`config.mk`:
```
export PLATFORM = sky130hd
export DESIGN_NAME = forward_ctrl
export DESIGN_NICKNAME = d
export VERILOG_FILES = /design/src/rtl/forward_ctrl_pkg.sv /design/src/rtl/forward_ctrl_fwd_match.sv /design/src/rtl/forward_ctrl.sv
export SDC_FILE = /design/constraint.sdc
export NUM_CORES = 1
export LEC_CHECK = 0
export BUFFER_PORTS_ARGS = -buffer_cell sky130_fd_sc_hd__buf_2
export CORE_UTILIZATION = 50
export DETAILED_ROUTE_END_ITERATION = 16
export PLACE_DENSITY_LB_ADDON = 0.1
export RECOVER_POWER = 25
export SETUP_SLACK_MARGIN = 0.4
export SLEW_MARGIN = 20
export SYNTH_ARGS = -nofsm -noshare
export SYNTH_HDL_FRONTEND = slang
export SYNTH_SLANG_ARGS = --single-unit
export TNS_END_PERCENT = 30
```
`constraint.sdc`:
```
create_clock -name clk -period 2.4 [get_ports clk]
set_clock_uncertainty 0.1 [all_clocks]
set_input_delay 0.24 -clock clk [delete_from_list [all_inputs] [get_ports clk]]
set_output_delay 0.24 -clock clk [all_outputs]
set_load 0.03 [all_outputs]
```
`src/rtl/forward_ctrl_pkg.sv`:
```
// Shared types for the operand-forwarding / load-use controller:
// FSM encoding, pipeline-entry record, per-operand select bundle, debug view.
package forward_ctrl_pkg;
  localparam int RA_W_DEF = 5;
  // Entries hold rd zero-extended to this width so any RA_W up to it fits.
  localparam int RA_MAX_W = 8;

  typedef enum logic {
    RUN   = 1'b0,
    STALL = 1'b1
  } fwd_state_e;

  typedef struct packed {
    logic                valid;
    logic [RA_MAX_W-1:0] rd;
    logic                reg_write;
    logic                mem_read;
  } pipe_entry_t;

  typedef struct packed {
    logic alu_alu;
    logic bypass;
    logic dmem;
  } fwd_sel_t;

  typedef struct packed {
    fwd_state_e  state;
    pipe_entry_t wb;
  } fwd_dbg_t;
endpackage

```
`src/rtl/forward_ctrl_fwd_match.sv`:
```
// Per-operand hazard matcher: picks the newest producer of one decode source
// register and flags a load-use conflict against the instruction in EX.
module fwd_match
  import forward_ctrl_pkg::*;
#(
  parameter int RA_W = RA_W_DEF
) (
  input  logic [RA_W-1:0] rs,
  input  logic            rs_used,
  input  pipe_entry_t     d1,
  input  pipe_entry_t     d2,
  output fwd_sel_t        sel,
  output logic            load_use
);
  logic rs_live;
  logic hit1;
  logic hit2;

  // r0 is hardwired zero, so it is never forwarded.
  assign rs_live  = rs_used && (rs != '0);
  assign hit1     = rs_live && d1.valid && d1.reg_write && (d1.rd == RA_MAX_W'(rs));
  assign hit2     = rs_live && d2.valid && d2.reg_write && (d2.rd == RA_MAX_W'(rs));
  assign load_use = hit1 && d1.mem_read;

  always_comb begin
    sel = '0;
    if (hit1 && !d1.mem_read) begin
      sel.alu_alu = 1'b1;
    end else if (hit2 && d2.mem_read) begin
      sel.dmem = 1'b1;
    end else if (hit2) begin
      sel.bypass = 1'b1;
    end
  end
endmodule

```
`src/rtl/forward_ctrl.sv`:
```
// Forwarding and load-use stall controller: tracks EX/MEM/WB destinations,
// registers EX operand selects, and inserts one bubble on a load-use hazard.
module forward_ctrl
  import forward_ctrl_pkg::*;
#(
  parameter int RA_W  = RA_W_DEF,
  parameter int CNT_W = 16
) (
  input  logic             clk,
  input  logic             reset,
  input  logic             id_valid,
  input  logic [RA_W-1:0]  id_rs1,
  input  logic [RA_W-1:0]  id_rs2,
  input  logic             id_use1,
  input  logic             id_use2,
  input  logic [RA_W-1:0]  id_rd,
  input  logic             id_reg_write,
  input  logic             id_mem_read,
  input  logic             flush,
  output logic             alu_alu_s1,
  output logic             bypass_alu1,
  output logic             dmem_alu1,
  output logic             alu_alu_s2,
  output logic             bypass_alu2,
  output logic             dmem_alu2,
  output logic             stall,
  output logic [CNT_W-1:0] stall_cnt,
  output fwd_dbg_t         dbg
);
  pipe_entry_t d1, d2, d3;
  pipe_entry_t id_entry;
  fwd_sel_t    sel1_c, sel2_c, sel1_q, sel2_q;
  logic        lu1, lu2;
  logic        advance;
  fwd_state_e  state_q, state_d;

  fwd_match #(.RA_W(RA_W)) u_match1 (
    .rs(id_rs1), .rs_used(id_use1), .d1(d1), .d2(d2), .sel(sel1_c), .load_use(lu1)
  );
  fwd_match #(.RA_W(RA_W)) u_match2 (
    .rs(id_rs2), .rs_used(id_use2), .d1(d1), .d2(d2), .sel(sel2_c), .load_use(lu2)
  );

  // A stall only starts from RUN; the stall bubble guarantees d1 is empty in STALL.
  assign stall   = (state_q == RUN) && id_valid && (lu1 || lu2) && !flush;
  assign advance = id_valid && !stall && !flush;

  always_comb begin
    id_entry           = '0;
    id_entry.valid     = advance;
    id_entry.rd        = RA_MAX_W'(id_rd);
    id_entry.reg_write = id_reg_write;
    id_entry.mem_read  = id_mem_read;
  end

  always_comb begin
    state_d = state_q;
    case (state_q)
      RUN:     if (stall) state_d = STALL;
      STALL:   state_d = RUN;
      default: state_d = RUN;
    endcase
    if (flush) state_d = RUN;
  end

  always_ff @(posedge clk) begin
    if (reset) begin
      state_q   <= RUN;
      d1        <= '0;
      d2        <= '0;
      d3        <= '0;
      sel1_q    <= '0;
      sel2_q    <= '0;
      stall_cnt <= '0;
    end else begin
      state_q <= state_d;
      d1      <= id_entry;
      d2      <= d1;
      d3      <= d2;
      // Selects belong to the instruction entering EX; bubbles carry none.
      sel1_q  <= advance ? sel1_c : '0;
      sel2_q  <= advance ? sel2_c : '0;
      if (stall && (stall_cnt != '1)) stall_cnt <= stall_cnt + 1'b1;
    end
  end

  assign alu_alu_s1  = sel1_q.alu_alu;
  assign bypass_alu1 = sel1_q.bypass;
  assign dmem_alu1   = sel1_q.dmem;
  assign alu_alu_s2  = sel2_q.alu_alu;
  assign bypass_alu2 = sel2_q.bypass;
  assign dmem_alu2   = sel2_q.dmem;
  assign dbg.state   = state_q;
  assign dbg.wb      = d3;
endmodule
```
==> run summary, run 1 <==
Status -> finished, violations left
Violations in the final reports -> capacitance limit, slew limit
Critical Path End Type -> output pin
Core area -> 3771 um^2
Hold Fails Final Rpt -> 0
Initial antenna violation count -> 0
Crit path DAT -> 1.70 ns
RSZ-0062 raised after global routing -> yes
Ant diodes -> 0
Final wirelength -> 4062 um
CTS tree -> built
Syn Std Cell Area -> 2031 um^2
Reg-to-Reg End -> stall_cnt[10]$_SDFFE_PP0P_
#FFs+latches synth -> 47
Port buffer count -> 54
Drt pass-1 iters -> 6
Max Cap Viol -> 1
Area of the multi-input gates -> 1122 um^2
Distinct cells, synth -> 40
Die Wd -> 65.73 um
Row count -> 22
Io pins -> 58
Setup TNS -> 0 ns
Clock-pin slew on the worst setup and hold paths -> 0.08 ns
VDD IR max -> 0.0003494 V
Largest net degree at the start of global routing -> 45
WHS Endpoint -> d1[1]$_SDFF_PP0_
P_leak -> 0.001115 uW
Wire per inst -> 12.65 um
Seq/Total Area, Yosys -> 46.33%
Worst Hold Launch -> id_reg_write
Delay-heaviest family, CP -> simple AND/OR/NAND/NOR gates
Crit share post-route -> 85.00%
Worst-path cell chain -> xnor2_1, nand4_1, nor3_4, o2111ai_4, nor2_1, buf_4
Kind of path behind the tightest hold check -> input port to flop
CTS H-Tree Depth -> 2
Vias -> 1711
Drt drc -> 0
Post-synth top area cell -> dfxtp_1
Startpoint types -> flop
Root buf cell -> clkbuf_8
Top_reg_cell synth -> dfxtp_1
DRT iter0 DRCs -> 53
Share of layout cells above drive strength 1 -> 39.56%
Die Y -> 65.73 um
Clock sink count -> 47
Setup violators final -> 0
Tot GR Track Use -> 20.67%
Slowest stage cell, crit path -> dfxtp_2
Worst-margin pin slew -> 1.854 ns
DP Wirelength -> 2797 um
Post-place setup slack -> 0.1862 ns
Initial Util -> 53.85%
Slew Limit Fails -> 45
Slew HR -> -23.61%
Register area -> 965.9 um^2
Global-route wire length before repair -> 6768 um
Global route total overflow -> 0
Pwr Density -> 574.1 nW/um^2
Synthesized instance count -> 210
Fin nets -> 296
Hold path depth -> 2
Register-to-Register Path Depth -> 8
Synth Area per Inst -> 9.670 um^2
FF-to-FF setup slack -> 0.36 ns
WS Path Type -> flop to output pin
CP peak stage delay -> 0.37 ns
Synth warn -> 0
Worst setup startpoint -> d1[6]$_SDFF_PP0_
Clock buffer depth -> 2
Synth top area share -> 46.33%
EDFF count, synth -> 0
Worst R2R Start -> d1[6]$_SDFF_PP0_
Die area -> 4320 um^2
Routability congestion estimate -> 0.7911
Synth top area cells -> dfxtp_1 46%, nor2b_1 7.1%, xnor2_1 6.9%
Ys async rst share -> 0%
Via count of the first global-routing pass -> 1454
CP required -> 2.06 ns
Setup WS post-layout -> 0.3600 ns
Filler cell count -> 286
Maximum clock frequency -> 0.4902 GHz
Minimum clock period after layout -> 2.040 ns
Antenna-violating nets left -> 0
Critical path peak fanout -> 6
Number of vias per cell -> 5.330
Latest clock arrival within the worst-skew pair -> 0.30 ns
Area Growth Syn to Fin -> 30.62%
CP bufs+invs -> 1
Total CTS buffers -> 5
-- cell usage after synthesis, types with 2 or more instances --
library cell	count
nand4_1	6
clkbuf_1	4
inv_1	6
xor2_1	5
nor2_1	8
nor2b_1	23
nand2_1	8
a21oi_1	14
and3_1	5
o21ai_0	9
nor4b_1	2
dfxtp_1	47
o31ai_1	4
xnor2_1	16
or4_1	9
buf_4	5
nand3_1	8
nor4_1	2
or3_1	8
-- worst max path at each step --
| stage | slack [ns] | depth (start not counted) | to |
|---|---|---|---|
| 2_1_floorplan | 0.32 | 8 | stall_cnt[1]$_SDFFE_PP0P_ |
| 3_3_place_gp | 0.19 | 8 | stall_cnt[1]$_SDFFE_PP0P_ |
| 3_5_place_dp | 0.19 | 8 | stall_cnt[1]$_SDFFE_PP0P_ |
| 4_1_cts | 0.37 | 6 | stall |
| 5_1_grt | 0.19 | 3 | dmem_alu2$_SDFF_PP0_ |
| 6_report | 0.36 | 6 | stall |
-- repair_timing --
action,CTS,global route
hold buffers,0,0
pin swaps,14,10
setup buffers,3,4
setup endpoints to repair,17,17
resized for setup,23,14
-- placed cells by master (no fill, tap or decap), types with 2 or more instances in the layout --
master | Yosys | final
conb_1 | 1 | 3
or4_1 | 9 | 8
dfxtp_4 | 0 | 3
nand3_1 | 8 | 6
o31ai_1 | 4 | 4
buf_6 | 1 | 4
nor2b_1 | 23 | 23
xnor2_1 | 16 | 13
or4_4 | 1 | 2
inv_1 | 6 | 6
a21oi_1 | 14 | 12
nand4_1 | 6 | 6
buf_4 | 5 | 8
nor3_4 | 1 | 2
nand2_1 | 8 | 8
dfxtp_2 | 0 | 11
and3_1 | 5 | 5
a21oi_2 | 0 | 2
nor4_1 | 2 | 2
o21ai_4 | 1 | 2
xor2_1 | 5 | 5
buf_2 | 0 | 51
xnor2_2 | 0 | 3
nor2_1 | 8 | 8
dfxtp_1 | 47 | 33
or3_1 | 8 | 8
clkbuf_8 | 0 | 6
o21ai_0 | 9 | 9
-- registers in the layout, indices dropped and copies added, names as in the netlist --
| signal | flops |
|---|---|
| d2 | 8 |
| alu_alu_s2 | 1 |
| dbg | 8 |
| bypass_alu1 | 1 |
| dmem_alu1 | 1 |
| bypass_alu2 | 1 |
| stall_cnt | 16 |
| dmem_alu2 | 1 |
| d1 | 8 |
| state_q | 1 |
| alu_alu_s1 | 1 |
-- through the flow --
| step | util (%) | hold slack (ns) | power [uW] | instance area [um^2] | cells |
|---|---|---|---|---|---|
| finish | 70.34 | 0.04281 | 1523 | 2653 | 321 |
| global route | 70.34 | 0.03521 | 1587 | 2653 | 321 |
| CTS | 67.98 | 0.03406 | 1532 | 2564 | 317 |
| detailed placement | 61.75 | 0.3550 | 933.6 | 2328 | 306 |
| global placement | 61.75 | 0.3485 | 933.1 | 2328 | 306 |
| floorplan | - | 0.2176 | 896.8 | 2043 | 212 |
-- power breakdown --
part / leakage (uW) / internal [uW] / total (uW) / switching (uW)
logic: 0.000664 / 55.6 / 119 / 63.6
clock network: 0.0000612 / 337 / 597 / 260
registers: 0.000389 / 793 / 807 / 13.9
-- layout make-up --
type | count | share of cell area [%]
multi-input cells | 148 | 42.31
flip-flops and latches | 47 | 36.42
repair buffers | 64 | 13.73
clock buffers | 6 | 3.113
well taps | 48 | 2.264
clock inverters | 2 | 1.321
inverters | 6 | 0.8491
-- logic make-up after synthesis --
group | synth area share (%)
AND/OR/NAND/NOR | 27.97
other | 0.1847
multiplexers | 1.047
XOR/XNOR | 9.057
buffers and inverters | 4.436
adder cells (fa/ha/maj) | 0.6160
flip-flops | 46.33
AO/OA/AOI/OAI | 10.35
-- metal layers --
metal	global-route usage, %	wire length [um]	vias up
li1	-	-	856
met3	6.424	238	7
met4	6.522	45	0
met2	31.25	1838	60
met1	27.77	1939	788
met5	0	0	-
(Power assumes the default switching activity.)
==> inputs of run 2 (changes only) <==
- CORE_UTILIZATION: 50 -> 46
- clock period: 2.4 -> 1.67 ns (I/O delays scaled with it)
==> run 2 against run 1 <==
Net effect:
- the run ends with setup timing left
- die area increased by 8.4%
- combinational power increased by 82%
- clock power increased by 32%
- setup slack got worse by 0.78 ns
- wire length increased by 22%
- global-route usage increased by 1.2 points
- final cell count increased by 15%
- core utilization increased by 6.7 points
- sequential cell count unchanged
- largest cell class unchanged
==> run summary, run 2 (same netlist as run 1, synthesis figures left out) <==
Status -> finished, violations left
Violations in the final reports -> setup timing
Critical path peak fanout -> 6
Worst Hold Launch -> flush
Ant diodes -> 0
Clock sink count -> 47
Kind of path behind the tightest hold check -> input port to flop
Die Wd -> 68.44 um
Setup TNS -> -7.825 ns
Vias -> 1855
Routability congestion estimate -> 0.7723
Root buf cell -> clkbuf_8
Drt pass-1 iters -> 4
DRT iter0 DRCs -> 69
Die area -> 4684 um^2
CTS H-Tree Depth -> 2
Io pins -> 58
Max FFs per register -> 16
Via count of the first global-routing pass -> 1647
Hold Fails Final Rpt -> 0
Largest net degree at the start of global routing -> 24
Row count -> 23
CP required -> 1.80 ns
FF-to-FF setup slack -> -0.42 ns
Hold path depth -> 3
Number of vias per cell -> 5.014
Maximum clock frequency -> 0.4776 GHz
Crit share post-route -> 125.4%
Antenna-violating nets left -> 0
Initial antenna violation count -> 0
Share of layout cells above drive strength 1 -> 51.25%
Total CTS buffers -> 5
Final wirelength -> 4948 um
WS Path Type -> flop to flop
RSZ-0062 raised after global routing -> yes
Slew Limit Fails -> 0
Critical Path End Type -> flop
Startpoint types -> flop
P_leak -> 0.001391 uW
Minimum clock period after layout -> 2.094 ns
Global route total overflow -> 0
Tot GR Track Use -> 21.87%
Pwr Density -> 676.3 nW/um^2
Reg-to-Reg End -> stall_cnt[2]$_SDFFE_PP0P_
Max Cap Viol -> 0
WHS Endpoint -> state_q$_SDFF_PP0_
Fin nets -> 343
Core area -> 4115 um^2
Global-route wire length before repair -> 7314 um
Most frequent cells in the layout -> 46 x buf_2, 46 x buf_4, 26 x dfxtp_1
Most flops, register -> stall_cnt
DP Wirelength -> 3297 um
Wire per inst -> 13.37 um
Die Y -> 68.44 um
VDD IR max -> 0.0007640 V
Crit path DAT -> 2.22 ns
Area Growth Syn to Fin -> 56.13%
Tot Pwr -> 2144 uW
CTS tree -> built
Clock buffer depth -> 2
Register-to-Register Path Depth -> 7
Port buffer count -> 54
Latest clock arrival within the worst-skew pair -> 0.30 ns
Clock-pin slew on the worst setup and hold paths -> 0.09 ns
Initial Util -> 49.35%
Worst R2R Start -> d1[3]$_SDFF_PP0_
Setup WS post-layout -> -0.4236 ns
Drt drc -> 0
Setup violators final -> 23
[run 2: cell types whose count changed in the layout (fill, tap and decap cells not counted), moves of 3 or more]
cell,change
buf_2,-5
buf_4,+38
buf_6,+4
dfxtp_1,-7
dfxtp_2,-6
dfxtp_4,+13
dlygate4sd3_1,+7
o21ai_0,-3
o21ai_1,+3
[run 2: per-layer routing]
layer  up-vias  global-route usage [%]  routed length (um)
li1        951                       -                   -
met1       852                   25.94                2211
met2        48                   36.40                2469
met3         4                   6.333                 222
met4         0                   9.375                  45
met5         -                       0                   0
[run 2: how the worst max path moves through the flow]
| stage | cells past startpoint | start | end |
|---|---|---|---|
| 2_1_floorplan | 7 | stall_cnt[1]$_SDFFE_PP0P_ | stall_cnt[14]$_SDFFE_PP0P_ |
| 3_3_place_gp | 8 | d1[5]$_SDFF_PP0_ | stall_cnt[7]$_SDFFE_PP0P_ |
| 3_5_place_dp | 6 | d1[5]$_SDFF_PP0_ | stall_cnt[12]$_SDFFE_PP0P_ |
| 4_1_cts | 7 | d1[4]$_SDFF_PP0_ | stall_cnt[9]$_SDFFE_PP0P_ |
| 5_1_grt | 7 | d1[3]$_SDFF_PP0_ | stall_cnt[2]$_SDFFE_PP0P_ |
| 6_report | 7 | d1[3]$_SDFF_PP0_ | stall_cnt[2]$_SDFFE_PP0P_ |
[run 2: power breakdown]
group	switching (uW)	leakage [uW]	total, uW	internal, uW
clock	397	0.0000573	789	392
sequential	19.8	0.000397	1140	1120
combinational	106	0.000937	217	111
[run 2: layout make-up]
cell class / count / area, um^2
Fill cell: 293 / 944.7
Clock buffer: 6 / 93.84
Timing Repair Buffer: 111 / 799.5
Tap cell: 50 / 62.56
Inverter: 6 / 22.52
Clock inverter: 2 / 15.01
Sequential cell: 47 / 1007
Multi-Input combinational cell: 148 / 1170
[run 2: metrics by stage]
stage | util, % | setup WS (ns) | cells | cell area, um^2 | hold slack (ns)
global route | 77.04 | -0.5057 | 370 | 3171 | 0.08523
floorplan | - | -0.2979 | 212 | 2151 | 0.1446
CTS | 73.18 | -0.3923 | 366 | 3012 | 0.006204
detailed placement | 66.40 | -0.3817 | 346 | 2733 | 0.2785
global placement | 66.40 | -0.3316 | 346 | 2733 | 0.2768
finish | 77.04 | -0.4236 | 370 | 3171 | 0.1016
[run 2: repair_timing]
item                                    4_1_cts  5_1_grt
cloned                                        1        0
pin swaps                                    17        9
endpoints found under the setup margin       26       32
buffers inserted                              6        2
hold buffers                                  5        2
gates resized for setup                      11       37
endpoints found under the hold margin         5        2
[run 2: critical path, cell delays in order (launching register included)]
cell       delay, ns
dfxtp_4         0.38
xnor2_2         0.15
nand3_1         0.13
nor3_4          0.32
o2111ai_4       0.23
buf_6           0.17
or4_1           0.41
a21oi_1         0.14
==> inputs of run 3 (changes only) <==
- BUFFER_PORTS_ARGS: -buffer_cell sky130_fd_sc_hd__buf_2 -> -buffer_cell sky130_fd_sc_hd__buf_4
==> run 3 against run 2 <==
Net effect:
- the run still ends with setup timing left
- register-to-register slack improved by 0.02 ns
- core utilization increased by 0.21 points
- total power increased by 3.7%
- combinational power increased by 5%
- fmax increased by 0.88%
- clock-buffer cell count decreased by 1
- setup slack improved by 0.018 ns
- wire length decreased by 0.22%
- critical path depth increased by 1
- sequential share of layout area decreased by 0.088 points
- global-route usage increased by 0.72 points
==> run summary, run 3 (same netlist as run 1, synthesis figures left out) <==
Core area -> 4115 um^2
Minimum clock period after layout -> 2.075 ns
Clock buffer depth -> 2
Filler cell count -> 270
DRT iter0 DRCs -> 94
Max FFs per register -> 16
Latest clock arrival within the worst-skew pair -> 0.30 ns
Hold Fails Final Rpt -> 0
Met1 usage in global routing -> 30.18%
Final wirelength -> 4937 um
Status -> finished, violations left
Part of the power in registers -> 51.2%
Initial antenna violation count -> 0
Setup violators final -> 22
Switch Pwr -> 531.1 uW
Initial Util -> 49.35%
Met3 Resource Use GR -> 4.833%
GRT busiest layer -> met2
Number of vias per cell -> 5.019
Wire per inst -> 13.60 um
Global-route wire length before repair -> 7817 um
Most frequent cells in the layout -> 95 x buf_4, 26 x dfxtp_1, 23 x nor2b_1
Root buf cell -> clkbuf_8
DP Wirelength -> 3364 um
Worst hold slack -> 0.01631 ns
RSZ-0062 raised after global routing -> yes
Most common cell after layout, fill and taps aside -> buf_4
Placed cell count -> 345
Maximum clock frequency -> 0.4818 GHz
Critical path peak fanout -> 13
Antenna-violating nets left -> 0
Pwr Density -> 699.4 nW/um^2
Largest net degree at the start of global routing -> 45
Die Y -> 68.44 um
Violations in the final reports -> setup timing
Fin nets -> 336
Via count of the first global-routing pass -> 1682
Row count -> 23
WS Path Type -> flop to flop
Clock-pin slew on the worst setup and hold paths -> 0.09 ns
Combinational power share -> 10.2%
Area Growth Syn to Fin -> 56.56%
P_leak -> 0.001358 uW
Slew Limit Fails -> 0
Clock power share -> 38.6%
Clock sink count -> 47
Crit share post-route -> 124.3%
VDD IR max -> 0.0004310 V
Routability congestion estimate -> 0.8334
Critical Path End Type -> flop
Port buffer count -> 54
Post-Layout Cell Count -> 363
Die Wd -> 68.44 um
Total CTS buffers -> 5
Routing usage on met2 -> 36.27%
Ant diodes -> 0
Max Cap Viol -> 0
Tot GR Track Use -> 22.59%
Share of layout cells above drive strength 1 -> 50.48%
Vias -> 1822
Drt pass-1 iters -> 4
Startpoint types -> flop
Setup WS post-layout -> -0.4054 ns
Sw Share -> 23.89%
Kind of path behind the tightest hold check -> input port to flop
Drt drc -> 0
P_int -> 1692 uW
Global route total overflow -> 0
CTS tree -> built
Crit path DAT -> 2.21 ns
CTS H-Tree Depth -> 2
Most flops, register -> stall_cnt
CP required -> 1.80 ns
Die area -> 4684 um^2
Io pins -> 58
-- run 3: cell type report --
| type | instances | area, um^2 | area share, % |
|---|---|---|---|
| sequential | 47 | 1007 | 31.68 |
| clock buffer | 5 | 68.82 | 2.165 |
| clock inverter | 3 | 45.04 | 1.417 |
| timing repair buffer | 104 | 817.0 | 25.70 |
| multi-input combinational | 148 | 1156 | 36.36 |
| inverter | 6 | 22.52 | 0.7084 |
| tap | 50 | 62.56 | 1.968 |
-- run 3: worst max-delay path, cell delays in order (launching register included) --
cell and delay (ns):
dfxtp_2 0.38, xnor2_1 0.13, nand4_1 0.18, nor3_4 0.30, buf_4 0.16, o21ai_2 0.07
buf_12 0.15, or4_4 0.42, a21oi_2 0.12
-- run 3: path summary, 6_finish.rpt --
path                          from  cells after the start                    endpoint  slack [ns]
setup / recovery  d1[3]$_SDFF_PP0_                      8  stall_cnt[10]$_SDFFE_PP0P_       -0.41
hold / removal         id_mem_read                      2            d1[0]$_SDFF_PP0_        0.02
setup reg to reg  d1[3]$_SDFF_PP0_                      8  stall_cnt[10]$_SDFFE_PP0P_       -0.41
hold reg to reg   d2[1]$_SDFF_PP0_                      1           dbg[1]$_SDFF_PP0_        0.38
-- run 3: power by group through the flow --
stage / logic [uW] / registers, uW / clock network [uW]
final: 227 / 1140 / 858
after global routing: 243 / 1140 / 929
after CTS: 219 / 1140 / 874
after detailed placement: 203 / 1160 / 0
after global placement: 200 / 1160 / 0
after floorplan: 99.4 / 1170 / 0
-- run 3: per-stage QoR --
step / setup TNS, ns / total power, uW / area, um^2 / util, % / worst slack [ns]
6_report: -6.587 / 2224 / 3179 / 77.26 / -0.4054
5_1_grt: -8.584 / 2314 / 3179 / 77.26 / -0.4706
2_1_floorplan: -2.572 / 1270 / 2151 / - / -0.2979
4_1_cts: -6.983 / 2232 / 3104 / 75.43 / -0.4251
3_5_place_dp: -6.964 / 1367 / 2860 / 69.50 / -0.3911
3_3_place_gp: -6.354 / 1364 / 2860 / 69.50 / -0.3529
-- run 3: per-layer routing --
layer | vias up | wire [um] | share of wire [%]
li1 | 933 | - | -
met4 | 0 | 46 | 0.93
met5 | - | 0 | 0
met1 | 836 | 2306 | 47
met2 | 44 | 2393 | 48
met3 | 9 | 191 | 3.9
-- run 3: what timing repair did --
item,CTS,global route
endpoints found under the hold margin,5,0
pin swaps,13,6
setup buffers,4,1
hold buffers,5,0
endpoints found under the setup margin,25,25
resized for setup,10,14
